File: src/rtl/irq_encoder_pkg.sv
// Shared constants and FSM state type for the edge-captured interrupt encoder.
package irq_encoder_pkg;

  localparam int unsigned NUM_REQ = 8;
  localparam int unsigned VEC_W   = 3;

  typedef enum logic [1:0] {
    ST_IDLE,
    ST_PRESENT,
    ST_RELEASE
  } state_t;

endpackage

File: src/rtl/irq_encoder_prio_enc8.sv
// 8-to-3 priority encoder: highest set index wins, plus an any-set flag.
module prio_enc8
  import irq_encoder_pkg::*;
(
  input  logic [NUM_REQ-1:0] req,
  output logic [VEC_W-1:0]   idx,
  output logic               any
);

  // Ascending scan so the last (highest) set bit overwrites lower ones.
  always_comb begin
    idx = '0;
    any = 1'b0;
    for (int unsigned i = 0; i < NUM_REQ; i++) begin
      if (req[i]) begin
        idx = VEC_W'(i);
        any = 1'b1;
      end
    end
  end

endmodule

File: src/rtl/irq_encoder.sv
// Edge-captured 8-line interrupt encoder: pending latch, priority pick and
// a present/acknowledge/release handshake with a one-cycle release gap.
module irq_encoder
  import irq_encoder_pkg::*;
(
  input  logic               CLK,
  input  logic               N_RST,
  input  logic [NUM_REQ-1:0] REQ,
  input  logic               N_EI,
  input  logic               ACK,
  output logic [VEC_W-1:0]   VEC,
  output logic               VALID,
  output logic               N_GS,
  output logic               N_EO
);

  state_t             state;
  logic [NUM_REQ-1:0] req_q;
  logic [NUM_REQ-1:0] pending;
  logic [NUM_REQ-1:0] edges;
  logic [NUM_REQ-1:0] clr_mask;
  logic [VEC_W-1:0]   win;
  logic               any;

  prio_enc8 u_prio (
    .req (pending),
    .idx (win),
    .any (any)
  );

  assign edges = REQ & ~req_q;

  always_comb begin
    clr_mask = '0;
    if (state == ST_PRESENT && ACK)
      clr_mask[VEC] = 1'b1;
  end

  always_ff @(posedge CLK or negedge N_RST) begin
    if (!N_RST) begin
      state   <= ST_IDLE;
      req_q   <= '0;
      pending <= '0;
      VEC     <= '0;
      VALID   <= 1'b0;
    end else begin
      req_q   <= REQ;
      // Edges are OR'd after the clear so a same-cycle re-request survives.
      pending <= (pending & ~clr_mask) | edges;
      case (state)
        ST_IDLE: begin
          if (any && !N_EI) begin
            VEC   <= win;
            VALID <= 1'b1;
            state <= ST_PRESENT;
          end
        end
        ST_PRESENT: begin
          if (ACK) begin
            VALID <= 1'b0;
            state <= ST_RELEASE;
          end
        end
        ST_RELEASE: state <= ST_IDLE;
        default:    state <= ST_IDLE;
      endcase
    end
  end

  assign N_GS = !VALID;
  assign N_EO = N_EI || (state != ST_IDLE) || (|pending);

  a_vec_stable: assert property (@(posedge CLK) disable iff (!N_RST)
    (VALID && $past(VALID)) |-> $stable(VEC));

  a_load_pending: assert property (@(posedge CLK) disable iff (!N_RST)
    (state == ST_IDLE && any && !N_EI) |-> pending[win]);

  a_valid_pending: assert property (@(posedge CLK) disable iff (!N_RST)
    VALID |-> pending[VEC]);

  a_gs: assert property (@(posedge CLK) disable iff (!N_RST)
    N_GS == !VALID);

endmodule

File: config.mk
export PLATFORM = sky130hd
export DESIGN_NAME = irq_encoder
export DESIGN_NICKNAME = d
export VERILOG_FILES = /design/src/rtl/irq_encoder_pkg.sv /design/src/rtl/irq_encoder_prio_enc8.sv /design/src/rtl/irq_encoder.sv
export SDC_FILE = /design/constraint.sdc
export NUM_CORES = 1
export LEC_CHECK = 0
export ABC_CLOCK_PERIOD_IN_PS = 1910
export BUFFER_PORTS_ARGS = -buffer_cell sky130_fd_sc_hd__buf_2
export CAP_MARGIN = 5
export CORE_MARGIN = 2
export CORE_UTILIZATION = 51
export CTS_CLUSTER_DIAMETER = 200
export DETAILED_ROUTE_END_ITERATION = 8
export PLACE_DENSITY_LB_ADDON = 0.08
export SLEW_MARGIN = 20
export SYNTH_ARGS = -nofsm -noshare
export SYNTH_HDL_FRONTEND = slang
export SYNTH_SLANG_ARGS = --single-unit
File: constraint.sdc
create_clock -name CLK -period 1.91 [get_ports CLK]
set_input_delay 0.191 -clock CLK [delete_from_list [all_inputs] [get_ports CLK]]
set_output_delay 0.191 -clock CLK [all_outputs]
set_load 0.05 [all_outputs]
== Word level (Yosys, flattened, before mapping) ==
Index checks and enable logic that the tools add are counted.
Word-level totals
  bits in registers: 22
  input bits: 12
Operators by class
  magnitude comparators: 2
  equality and inequality tests: 3
  muxes and demuxes: 24
  bitwise operators: 5
  reductions and logical operators: 14
Operators with widths (number)
  $and A8 B8 Y8: 2
  $not A8 Y8: 2
  $mux W1: 12
  $mux W3: 4
  $mux W2: 4
  $mux W8: 1
  $or A8 B8 Y8: 1
  $reduce_or A8 Y1: 1
  $lt A3 B4 Y1 const B: 1
  $ne A2 B2 Y1 const B: 2
  $pmux W2 S2: 1
  $reduce_and A2 Y1: 2
  $reduce_bool A2 Y1: 2
  $demux W1 S3: 1
  $ge A3 B1 Y1 const B: 1
  $logic_and A1 B1 Y1: 3
  $reduce_and A3 Y1: 1
  $eq A2 B1 Y1 const B: 1
  $logic_not A1 Y1: 2
  $logic_not A2 Y1: 1
  $logic_or A1 B1 Y1: 2
  $pmux W1 S2: 1

== Logic depth before layout (Yosys ltp) ==
  depth after elaboration: 11
  mapped depth: 4

== Hierarchy ==
Synthesis repeated with hierarchy kept, for this count alone.
Second synthesis, totals
  cell total of the unflattened synthesis: 76
  area total of the unflattened synthesis: 875.8 um^2
Modules (own cells, without submodules)
  irq_encoder: times used 1, cells an instance 64, area each 818.3 um^2, seq. area each 550.5 um^2
  prio_enc8: times used 1, cells an instance 12, area each 57.6 um^2, seq. area each 0.0 um^2

== Worst setup path before layout ==
No wires, ideal clock.
  path kind: reg2out
  from: reg pending[6]
  to: out N_EO
  arrival time: 1.283 ns
  required time: 1.719 ns
  slack: 0.436 ns
  stages on the path, launching flop included: 4
  path buffers: 0
  cells stage by stage: dfrtp_1 nor4_2 and2_4 or2b_1
Between the ends
  cells in the longest elaborated chain, start to end: 2
Ends and longest elaborated chain
  start: declaration: line irq_encoder.sv:19  | logic [NUM_REQ-1:0] pending;
  start signal: assignment: line irq_encoder.sv:49  | pending <= (pending & ~clr_mask) | edges;
  $reduce_or A8 Y1: line irq_encoder.sv:71  | assign N_EO = N_EI || (state != ST_IDLE) || (|pending);
  $logic_or A1 B1 Y1: line irq_encoder.sv:71
  end: declaration: line irq_encoder.sv:14  | output logic N_EO
Every way passes these cells.

== Final worst setup path ==
  from: reg pending[7]
  to: out N_EO
The elaborated chain is that of the path after synthesis.

==> results.md <==
* Slew @ Worst Pin at 0.467 ns
* GRT Resource Usage Total at 0.188
* Largest net degree at the start of global routing at 23
* Critical path origin: pending[7]
* Critical path required time at 1.72 ns
* Yosys Warn Count at 0
* Crit end category: output pin
* Fraction of layout cells with a size suffix above 1 at 0.305
* Port-buffer cells at 17
* Io pins at 18
* RePlAce Congestion at 0.734
* Synthesized cell area at 862 sq um
* # DRC at 0
* CP Buf/Inv Count at 1
* CP max FO at 4
* Pleak at 0.529 nW
* Grt ovf at 0
* Cell depth of the worst setup path at 4
* # fillers at 106
* H-Tree Level Count at 1
* Vias per cell at 5.41
* Mapped Cells at 74
* Overall power at 0.00136 W
* Final min period at 1.85 ns
* Relative slew slack at 0.689
* Clock Sinks at 22
* Die H at 45.1 um
* Die X at 45.1 um
* FMAX at 0.541 GHz
* Crit-path leading delay family: simple AND/OR/NAND/NOR gates
* Ys flop type: dfrtp_1
* Routed Wire Length at 1680 um
* Worst r2r path cells at 3
* DRT Pass-1 Iters at 4
* Sequential fraction of the synthesis area at 0.639
* Final Hold Viols at 0
* Worst hold stages at 1
* Initial core utilization at 0.559
* CTS max path bufs at 2
* Nets at 118
* #FFs+latches synth at 22
* Drt wl/cell at 13.9 um
* Diode count at 0
* Status: finished, final reports clean
* Critical Path AT at 1.66 ns
* Root Buffer: clkbuf_4
* Crit-path slowest cell: dfrtp_2
* Critical R2R Capture: VEC[0]
* Core area at 1540 sq um
* Clock Latency Late Sink at 0.30 ns
* Initial antenna violation count at 0
* Hold EP: req_q[7]
* Yosys top cell by area: dfrtp_1
* Tcrit/Tclk final at 0.967
* First-pass GRT wire length at 2630 um
* Pwr/cell area at 1200 nW/um^2
* RR Startpoint: state[0]
* 1st-iter DRT viols at 11
* Endpoints failing setup at 0
* FP Rows at 14
* Dpl hpwl at 1150 um
* Async SR Flop Fraction at 1.00
* Worst setup SP type: flop
* Clock skew at 0.00439 ns
* CTS tree: yes
* DRT antenna net count at 0
* Critical hold path startpoint: REQ[7]
* RSZ-0062 raised after global routing: yes
* CP cell instances: nor4_4, and2_4, or2b_1, buf_6
* CTS clk-pin slew, worst paths at 0.12 ns
* Cts bufs inserted at 3
* Count leader, synth: dfrtp_1
* Via count at 655
* Worst reg2reg setup slack at 0.47 ns
* Worst hold-check path type: in -> reg
* DIE AREA at 2040 sq um
* Top cell type's share of synthesized area at 0.639
* Final Max Tran Viols at 0
* Area grow syn2layout at 31.4%
* Syn nets at 86
* Cell variety after synth at 17
* VDD IR max at 0.000942 V
* Number of global-route vias before repair at 618
* Crit Path Class: reg -> out
* Syn_area_per_cell at 11.6 sq um
* CP peak stage delay at 0.47 ns
* Utilization of the core after routing at 0.735
* Synth top cells by count: dfrtp_1 (22), o21ai_0 (16), inv_1 (12)
* Synth top area cells: dfrtp_1 (64%), o21ai_0 (9.3%), inv_1 (5.2%), mux2_4 (3.5%), o31ai_1 (3.5%)
* Max Cap Viol at 0
* Number of synthesized flops with an enable pin at 0
==> worst max path at each step <==
stage               endpoint
finish                  N_EO
global route            N_EO
CTS                     N_EO
detailed placement      N_EO
global placement        N_EO
floorplan               N_EO
==> worst register-to-register path: stages, from the launching register on <==
cell	delay (ns)
dfrtp_1	0.41
or3_4	0.43
nor2_2	0.19
mux2_4	0.31
==> through the flow <==
| stage | setup WS (ns) | area, sq um | cells | hold slack [ns] | setup TNS, ns |
|---|---|---|---|---|---|
| 3_5_place_dp | 0.360 | 967 | 107 | 0.171 | 0 |
| 6_report | 0.0625 | 1130 | 121 | 0.00835 | 0 |
| 5_1_grt | -0.0189 | 1130 | 121 | 0.00633 | -0.0189 |
| 2_1_floorplan | 0.436 | 862 | 74 | -0.105 | 0 |
| 4_1_cts | 0.00832 | 1100 | 119 | 0.00642 | 0 |
| 3_3_place_gp | 0.386 | 967 | 107 | 0.171 | 0 |
==> routing by layer <==
layer / global-route usage / wire length [um] / up-vias
li1: - / - / 315
met1: 0.224 / 724 / 316
met2: 0.334 / 870 / 22
met3: 0.0240 / 70 / 2
met4: 0.0882 / 15 / 0
met5: 0 / 0 / -
==> state kept, by name (all words and copies together) (netlist names) <==
name	cells
state	2
req_q	8
VEC	3
pending	8
VALID	1
==> where the power goes <==
part / internal, W / switching [W]
Sequential: 0.000542 / 0.0000847
Clock: 0.000212 / 0.000139
Combinational: 0.000123 / 0.000258
==> kinds of logic (layout without fill, tap and decap cells) <==
family	after synthesis	count (layout)	synth area share
flops	22	22	0.639
mux	2	2	0.0348
simple gates	14	14	0.118
compound gates	24	24	0.157
buf+inv	12	43	0.0522
==> layout make-up <==
| type | instances | area, sq um | area share |
|---|---|---|---|
| Inverter | 12 | 45.0 | 0.0398 |
| Timing Repair Buffer | 27 | 186 | 0.165 |
| Clock buffer | 3 | 22.5 | 0.0199 |
| Clock inverter | 1 | 30.0 | 0.0265 |
| Tap cell | 16 | 20.0 | 0.0177 |
| Sequential cell | 22 | 553 | 0.488 |
| Multi-Input combinational cell | 40 | 275 | 0.243 |
==> timing repair <==
action                     CTS  global route
hold buffers                 8             0
resized for setup            0             6
hold endpoints to repair    29             0
buffers inserted             0             2
setup endpoints to repair    0             1
==> cell usage in the layout (no fill, tap or decap), types with 2 or more instances in the layout <==
cell           count
a21oi_1            2
nor2_1             2
nand2_1            2
o21ai_0           16
mux2_4             2
dfrtp_2            2
buf_4              2
inv_1             12
clkbuf_4           3
nand2b_1           3
dfrtp_1           20
o31ai_1            4
buf_2             16
dlygate4sd3_1      8
Power figures use the tool's default switching activity.
